### config.mk
export PLATFORM = sky130hd
export DESIGN_NAME = mem_access_stage
export DESIGN_NICKNAME = d
export VERILOG_FILES = /design/src/rtl/pipeline_pkg.sv /design/src/rtl/mem_align.sv /design/src/rtl/mem_access_stage.sv
export SDC_FILE = /design/constraint.sdc
export NUM_CORES = 1
export LEC_CHECK = 0
export CAP_MARGIN = 40
export CORE_MARGIN = 10
export CORE_UTILIZATION = 41
export DETAILED_ROUTE_END_ITERATION = 6
export PLACE_DENSITY_LB_ADDON = 0.25
export SLEW_MARGIN = 30
export SYNTH_ARGS = -nofsm -noshare
export SYNTH_HDL_FRONTEND = slang
export SYNTH_SLANG_ARGS = --single-unit
### constraint.sdc
create_clock -name clock -period 4.9 [get_ports clock]
set_input_delay 1.225 -clock clock [delete_from_list [all_inputs] [get_ports clock]]
set_output_delay 1.225 -clock clock [all_outputs]
set_load 0.01 [all_outputs]
### src/rtl/pipeline_pkg.sv
// rtl/pipeline_pkg.sv - shared codes for the MEM pipeline stage
package pipeline_pkg;

  localparam logic [1:0] SIZE_BYTE = 2'b00;
  localparam logic [1:0] SIZE_HALF = 2'b01;
  localparam logic [1:0] SIZE_WORD = 2'b10;
  localparam logic [1:0] SIZE_RSVD = 2'b11;

  localparam logic [1:0] CAUSE_NONE     = 2'b00;
  localparam logic [1:0] CAUSE_MISALIGN = 2'b01;
  localparam logic [1:0] CAUSE_TIMEOUT  = 2'b10;

  typedef enum logic {
    ST_IDLE = 1'b0,
    ST_WAIT = 1'b1
  } mem_state_e;

  function automatic logic is_misaligned(input logic [1:0] size, input logic [1:0] a);
    case (size)
      SIZE_BYTE: is_misaligned = 1'b0;
      SIZE_HALF: is_misaligned = a[0];
      SIZE_WORD: is_misaligned = |a;
      default:   is_misaligned = 1'b1;
    endcase
  endfunction

endpackage

### src/rtl/mem_align.sv
// rtl/mem_align.sv - byte-enable/store replication and load lane extract/extend
module mem_align
  import pipeline_pkg::*;
(
  input  logic [1:0]  size_i,
  input  logic        unsigned_i,
  input  logic [1:0]  addr_lo_i,
  input  logic [31:0] store_data_i,
  input  logic [31:0] rdata_i,
  output logic [3:0]  be_o,
  output logic [31:0] wdata_o,
  output logic [31:0] load_data_o
);

  logic [31:0] shifted;

  always_comb begin
    be_o        = 4'b1111;
    wdata_o     = store_data_i;
    shifted     = rdata_i >> {addr_lo_i, 3'b000};
    load_data_o = rdata_i;
    case (size_i)
      SIZE_BYTE: begin
        be_o        = 4'b0001 << addr_lo_i;
        wdata_o     = {4{store_data_i[7:0]}};
        load_data_o = {{24{~unsigned_i & shifted[7]}}, shifted[7:0]};
      end
      SIZE_HALF: begin
        be_o        = 4'b0011 << addr_lo_i;
        wdata_o     = {2{store_data_i[15:0]}};
        load_data_o = {{16{~unsigned_i & shifted[15]}}, shifted[15:0]};
      end
      default: ;
    endcase
  end

endmodule

### src/rtl/mem_access_stage.sv
// rtl/mem_access_stage.sv - MEM stage: req/ack data access, timeout abort, MEM/WB register
module mem_access_stage
  import pipeline_pkg::*;
#(
  parameter int ADDR_W      = 32,
  parameter int TIMEOUT_CYC = 16
) (
  input  logic              clock,
  input  logic              reset_n,
  input  logic              valid_entrada,
  input  logic              wb_reg_write,
  input  logic              wb_mem_to_reg,
  input  logic              m_read,
  input  logic              m_write,
  input  logic [1:0]        m_size,
  input  logic              m_unsigned,
  input  logic [31:0]       resultado,
  input  logic [31:0]       dato_store,
  input  logic [4:0]        reg_destino,
  output logic              stall,
  output logic              mem_req,
  output logic              mem_we,
  output logic [ADDR_W-1:0] mem_addr,
  output logic [3:0]        mem_be,
  output logic [31:0]       mem_wdata,
  input  logic [31:0]       mem_rdata,
  input  logic              mem_ack,
  output logic              valid_salida,
  output logic              wb_salida,
  output logic [31:0]       dato_salida,
  output logic [4:0]        reg_destino_salida,
  output logic              excepcion,
  output logic [1:0]        excepcion_causa
);

  localparam int CNT_W = $clog2(TIMEOUT_CYC) + 1;

  mem_state_e       state_q;
  logic [CNT_W-1:0] cnt_q;
  logic             valid_q, wb_q, exc_q;
  logic [31:0]      dato_q;
  logic [4:0]       rd_q;
  logic [1:0]       causa_q;

  logic        mem_op, misaligned, access, timeout, done_ok, load_sel;
  logic [31:0] load_data, dato_d;

  mem_align u_align (
    .size_i       (m_size),
    .unsigned_i   (m_unsigned),
    .addr_lo_i    (resultado[1:0]),
    .store_data_i (dato_store),
    .rdata_i      (mem_rdata),
    .be_o         (mem_be),
    .wdata_o      (mem_wdata),
    .load_data_o  (load_data)
  );

  always_comb begin
    mem_op     = valid_entrada & (m_read | m_write);
    misaligned = mem_op & is_misaligned(m_size, resultado[1:0]);
    access     = mem_op & ~misaligned;
    // Ack in the final allowed cycle still completes the access.
    timeout    = (state_q == ST_WAIT) && (cnt_q == CNT_W'(TIMEOUT_CYC - 1)) && !mem_ack;
    done_ok    = access & mem_ack;
    load_sel   = m_read | (wb_mem_to_reg & ~m_write);
    dato_d     = (done_ok && load_sel) ? load_data : resultado;
    mem_req    = reset_n & access;
    stall      = reset_n & access & ~mem_ack & ~timeout;
    mem_we     = m_write;
    mem_addr   = {resultado[ADDR_W-1:2], 2'b00};
  end

  always_ff @(posedge clock or negedge reset_n) begin
    if (!reset_n) begin
      state_q <= ST_IDLE;
      cnt_q   <= '0;
      valid_q <= 1'b0;
      wb_q    <= 1'b0;
      exc_q   <= 1'b0;
      causa_q <= CAUSE_NONE;
      dato_q  <= '0;
      rd_q    <= '0;
    end else if (stall) begin
      // Counter reads 0 during the request cycle in IDLE, so WAIT starts at 1.
      state_q <= ST_WAIT;
      cnt_q   <= (state_q == ST_IDLE) ? CNT_W'(1) : cnt_q + CNT_W'(1);
      valid_q <= 1'b0;
      wb_q    <= 1'b0;
      exc_q   <= 1'b0;
      causa_q <= CAUSE_NONE;
    end else begin
      state_q <= ST_IDLE;
      cnt_q   <= '0;
      valid_q <= valid_entrada;
      wb_q    <= valid_entrada & wb_reg_write & ~misaligned & ~timeout;
      exc_q   <= misaligned | timeout;
      causa_q <= misaligned ? CAUSE_MISALIGN : (timeout ? CAUSE_TIMEOUT : CAUSE_NONE);
      dato_q  <= dato_d;
      rd_q    <= reg_destino;
    end
  end

  assign valid_salida       = valid_q;
  assign wb_salida          = wb_q;
  assign dato_salida        = dato_q;
  assign reg_destino_salida = rd_q;
  assign excepcion          = exc_q;
  assign excepcion_causa    = causa_q;

endmodule

# Yosys cells after proc, flatten, opt, wreduce, memory -nomap -nowiden
# Cells that the tools add are included.
[op_classes] n_reduce_logical=6 shifts=3 eq_ne=3 n_bitwise=21 div=0 n_lt_le_gt_ge=0 n_addsub=1 n_mul=0 muxes=14
[ops] operator="$pmux W32 S2" n=2
[ops] operator="$mux W32" n=1
[ops] operator="$shr A32 B5 Y16" n=1
[ops] operator="$and A1 B1 Y1" n=13
[ops] operator="$mux W5" n=2
[ops] operator="$pmux W4 S2" n=1
[ops] operator="$mux W2" n=3
[ops] operator="$add A5 B1 Y5 const B" n=1
[ops] operator="$eq A5 B4 Y1 const B" n=1
[ops] operator="$not A1 Y1" n=5
[ops] operator="$mux W1" n=4
[ops] operator="$shl A1 B2 Y4 const A" n=1
[ops] operator="$shl A2 B2 Y4 const A" n=1
[ops] operator="$logic_and A1 B1 Y1" n=3
[ops] operator="$or A1 B1 Y1" n=3
[ops] operator="$pmux W1 S3" n=1
[ops] operator="$eq A2 B1 Y1 const B" n=1
[ops] operator="$eq A2 B2 Y1 const B" n=1
[ops] operator="$logic_not A2 Y1" n=1
[ops] operator="$reduce_or A2 Y1" n=1
[ops] operator="$logic_not A1 Y1" n=1
[word_totals] out_inout_bits=113 memories=0 inputBits=112 romBits=0 ff_bits=48 elab_cells=56 latch_bits=0 ram_bits=0

# Longest topological paths before layout
[depth] depth_word=9 depth_mapped=9 ltp_nobuf=8

# Modules after synthesis
# Synthesis repeated with hierarchy kept, for this count alone.
[hier_totals] hier_cells=385 area_unflattened_um2=3832.4
[by_module_without_submodules] module="mem_access_stage" cells_each=194 area_per_inst_um2=2496.1 n_inst=1
[by_module_without_submodules] module="mem_align" cells_each=191 area_per_inst_um2=1336.3 n_inst=1

# Worst setup path after synthesis
# No wires, ideal clock.
[synth_path] path_kind="input port to output port" from="input port m_size[1]" to="output port mem_wdata[16]" arrival_ns=2.467 stages=4 required_time_ns=3.675 setup_slack_ns=1.208 path_cell_list="clkbuf_1 -> clkbuf_1 -> buf_1 -> mux2_2"
[synth_via] elab_chain_cells=2
[synth_rtl] element="start: declaration" line="mem_access_stage.sv:15" source="input logic [1:0] m_size,"
[synth_rtl] element="$eq A2 B1 Y1 or $logic_not A2 Y1 (tied branches)" line="mem_align.sv:22" source="case (size_i)"
[synth_rtl] element="$pmux W32 S2 *" line="mem_align.sv:22"
[synth_rtl] element="end: declaration" line="mem_access_stage.sv:25" source="output logic [31:0] mem_wdata,"
# Every way passes the cells marked *; elsewhere a longest branch is shown, timed or not.

# Worst setup path after layout
[layout_path] from="input port m_size[0]" to="output port mem_wdata[12]"
# The elaborated chain is that of the path after synthesis.

==> results.md <==
* Worst setup SP type: input pin
* Finish-stage setup viols at 0
* Setup crit start: m_size[0]
* # clock sinks at 48
* Hold Vio Cnt, Final at 0
* Top cell type's share of synthesized area at roughly a third
* Largest net degree at the start of global routing at 49
* Synth area leader: dfrtp_1
* Max cap viols at 0
* Worst Tran Pin Value at 0.798 ns
* Largest cells by area after synthesis: dfrtp_1, buf_4, nand2_1
* Final Wtd Congestion at between 0.8 and 0.9
* Overall Global Routing Usage at 20.9%
* Post CTS Setup Buffer Count at 0
* Largest family of logic cells by synthesized area: compound AO/OA/AOI/OAI gates
* Crit path max-delay family: buffers and inverters
* Layout cells sized above 1 at 8.66%
* Initial antenna violation count at 0
* Synth Area in Simple Gates at 18.4%
* CTS root buf: clkbuf_8
* Synthesized area at 3650 sq um
* Area share of fa/ha/maj cells after synthesis at 0.686%
* Average size of a mapped cell at 8.32 sq um
* Detail Route Antenna Nets at 0
* 1st-iter DRT viols at 258
* Final Util at 66.3%
* Setup TNS at 0 ns
* CP most frequent cell: clkdlybuf4s50_1
* TritonCTS Buffers at 5
* DRC viols at 0
* Clk Latency, worst-skew pair at approximately 0.31 ns
* CP endpoint kind: output pin
* DIE HEIGHT at approximately 110 microns
* Prevailing post-synth register cell: dfrtp_1
* Avg Vias per Cell at about 5.4
* Xor-xnor portion of the synthesized cell area at 0.480%
* # diodes at 0
* Slowest cell on crit path: clkdlybuf4s50_1
* IO buf count at approximately 220
* I/O pins at 225
* Placed cells at 711
* Core box area at between 8000 and 9000 sq um
* Clock Pin Slew Worst Setup and Hold Paths at 0.09 ns
* Fin. max-slew vios at 0
* WP buf/inv at 3
* Worst path max stage delay at approximately 0.55 ns
* Fmax at between 200 and 250 MHz
* Compound-Gate Fraction of Synth Area at 22.4%
* CP Class: in -> out
* Min-delay src: reg_destino_salida[4]$_DFFE_PN0N_
* Synth Register Bits at between 40 and 50
* Synth Warn # at 0
* Die Wd at 114 microns
* Clock Path Buffers at 2
* Worst Path Arrival at 3.01 ns
* Num rows at 34
* Count leader, synth: nand2_1
* Initial Utilization at 42.0%
* Synth unique cells at between 50 and 60
* Post-synth top cells: nand2_1, dfrtp_1, buf_4
* Post-route setup slack at roughly 0.66 ns
* Total Nets Final at 725
* Worst EP required at 3.67 ns
* First-pass GRT wire length at 22.4 mm
* Total gr overflow at 0
* Die ar. at 13100 sq um
* Final period util at approximately 86%
* Total wire length at ~14 mm
* Max VDD drop at 0.000103 V
* Post-CTS Resized at 0
* RR Startpoint: cnt_q[0]$_DFF_PN0_
* TritonCTS clock tree: done
* Pleak at 0.00237 uW
* Status: completed
* Number of global-route vias before repair at slightly above 4000
* Slew Limit Headroom at 46.8%
* Reg2reg setup slack at 2.77 ns
* Cell Pwr Density at 195 nW/um^2
* H-Tree Depth at 2
* Number of synthesized flops with an enable pin at 0
* Vias at 3896
* Final hold slack at ~0.47 ns
* Post-synthesis sequential area ratio at 32.9%
* CP max FO at 8
* Mux contribution to synthesized area at 9.95%
* Crit path time final at about 4.2 ns
* WL per Instance at 20.0 microns
* HPWL after DPL at 11.7 mm
* Non-filler cells, final at 720
* Area Overhead vs Synth at 57.8%
* Asr flop ratio synth at between 90% and 100%
* # hold bufs at CTS at 0
* Worst Hold Class: reg -> reg
* RSZ-0062 raised after global routing: false
* First-pass detailed-route iteration total at 4
* Clk_skew at 0.00768 ns
* Crit-path cells: clkdlybuf4s50_1 > nor2_1 > buf_4 > mux2_2 > clkdlybuf4s50_1
* Mapped Cells at 438
* Setup slack at placement at 0.651 ns
[power by group]
part / internal [uW] / switching, uW / total [uW]
sequential: 424 / 14.6 / 438
clock: 115 / 140 / 255
combinational: 245 / 182 / 427
total: 784 / 336 / 1120
[tightest hold or removal path, cell delays in order (launching register included)]
cell	delay (ns)
dfrtp_1	0.35
nand2_1	0.05
nand2_1	0.05
[routing by layer]
layer / routed length, microns / GRT usage (%)
met1: 5350 / 22.6
met2: 7210 / 36.9
met3: 1560 / 8.54
met4: 296 / 5.51
met5: 0 / 0
[stage by stage]
step,area (sq um),power (uW)
after detailed placement,5660,876
after floorplan,3650,624
after global placement,5640,866
after CTS,5750,1130
after global routing,5750,1170
final,5750,1120
[area by class of cell]
cell class	instances	area [sq um]
Multi-Input combinational cell	295	1910
Timing Repair Buffer	238	2330
Clock inverter	1	7.51
Inverter	23	86.3
Tap cell	108	135
Clock buffer	7	86.3
Fill cell	746	2920
Sequential cell	48	1200
[layout by cell type (no fill, tap or decap), drive strengths merged, types with 2 or more instances in the layout]
cell / n
a221o: 7
dfrtp: 48
buf: 19
inv: 23
o21ai: 48
nand2b: 7
a221oi: 8
nor4b: 8
a22oi: 2
a21oi: 30
mux2i: 16
clkbuf: 7
nor3: 3
nor2: 24
ha: 2
nor3b: 5
nand2: 63
and3: 4
nor2b: 8
o221ai: 7
o22ai: 2
clkdlybuf4s50: 219
conb: 2
and2: 3
o211ai: 2
mux2: 16
a311oi: 7
a211o: 7
[sequential cells by signal (all words and copies together), names as in the netlist]
signal	cells
wb_salida	1
valid_salida	1
reg_destino_salida	5
excepcion	1
excepcion_causa	2
cnt_q	5
state_q	1
dato_salida	32
[cells by family after synthesis]
kind of cell,Yosys count
AOI/OAI and AO/OA,124
xor gates and xnor gates,2
adders and majority gates,2
buffers and inverters,96
DFF,48
muxes,33
other,1
and+or+nand+nor,132
[path summary, 6_finish.rpt]
check	to	cells past startpoint
setup / recovery	mem_wdata[12]	5
hold / removal	reg_destino_salida[4]$_DFFE_PN0N_	2
setup reg to reg	dato_salida[20]$_DFFE_PN0N_	8
hold reg to reg	reg_destino_salida[4]$_DFFE_PN0N_	2
max in group asynchronous	dato_salida[26]$_DFFE_PN0N_	2
min in group asynchronous	dato_salida[5]$_DFFE_PN0N_	2
Power figures use the tool's default switching activity.
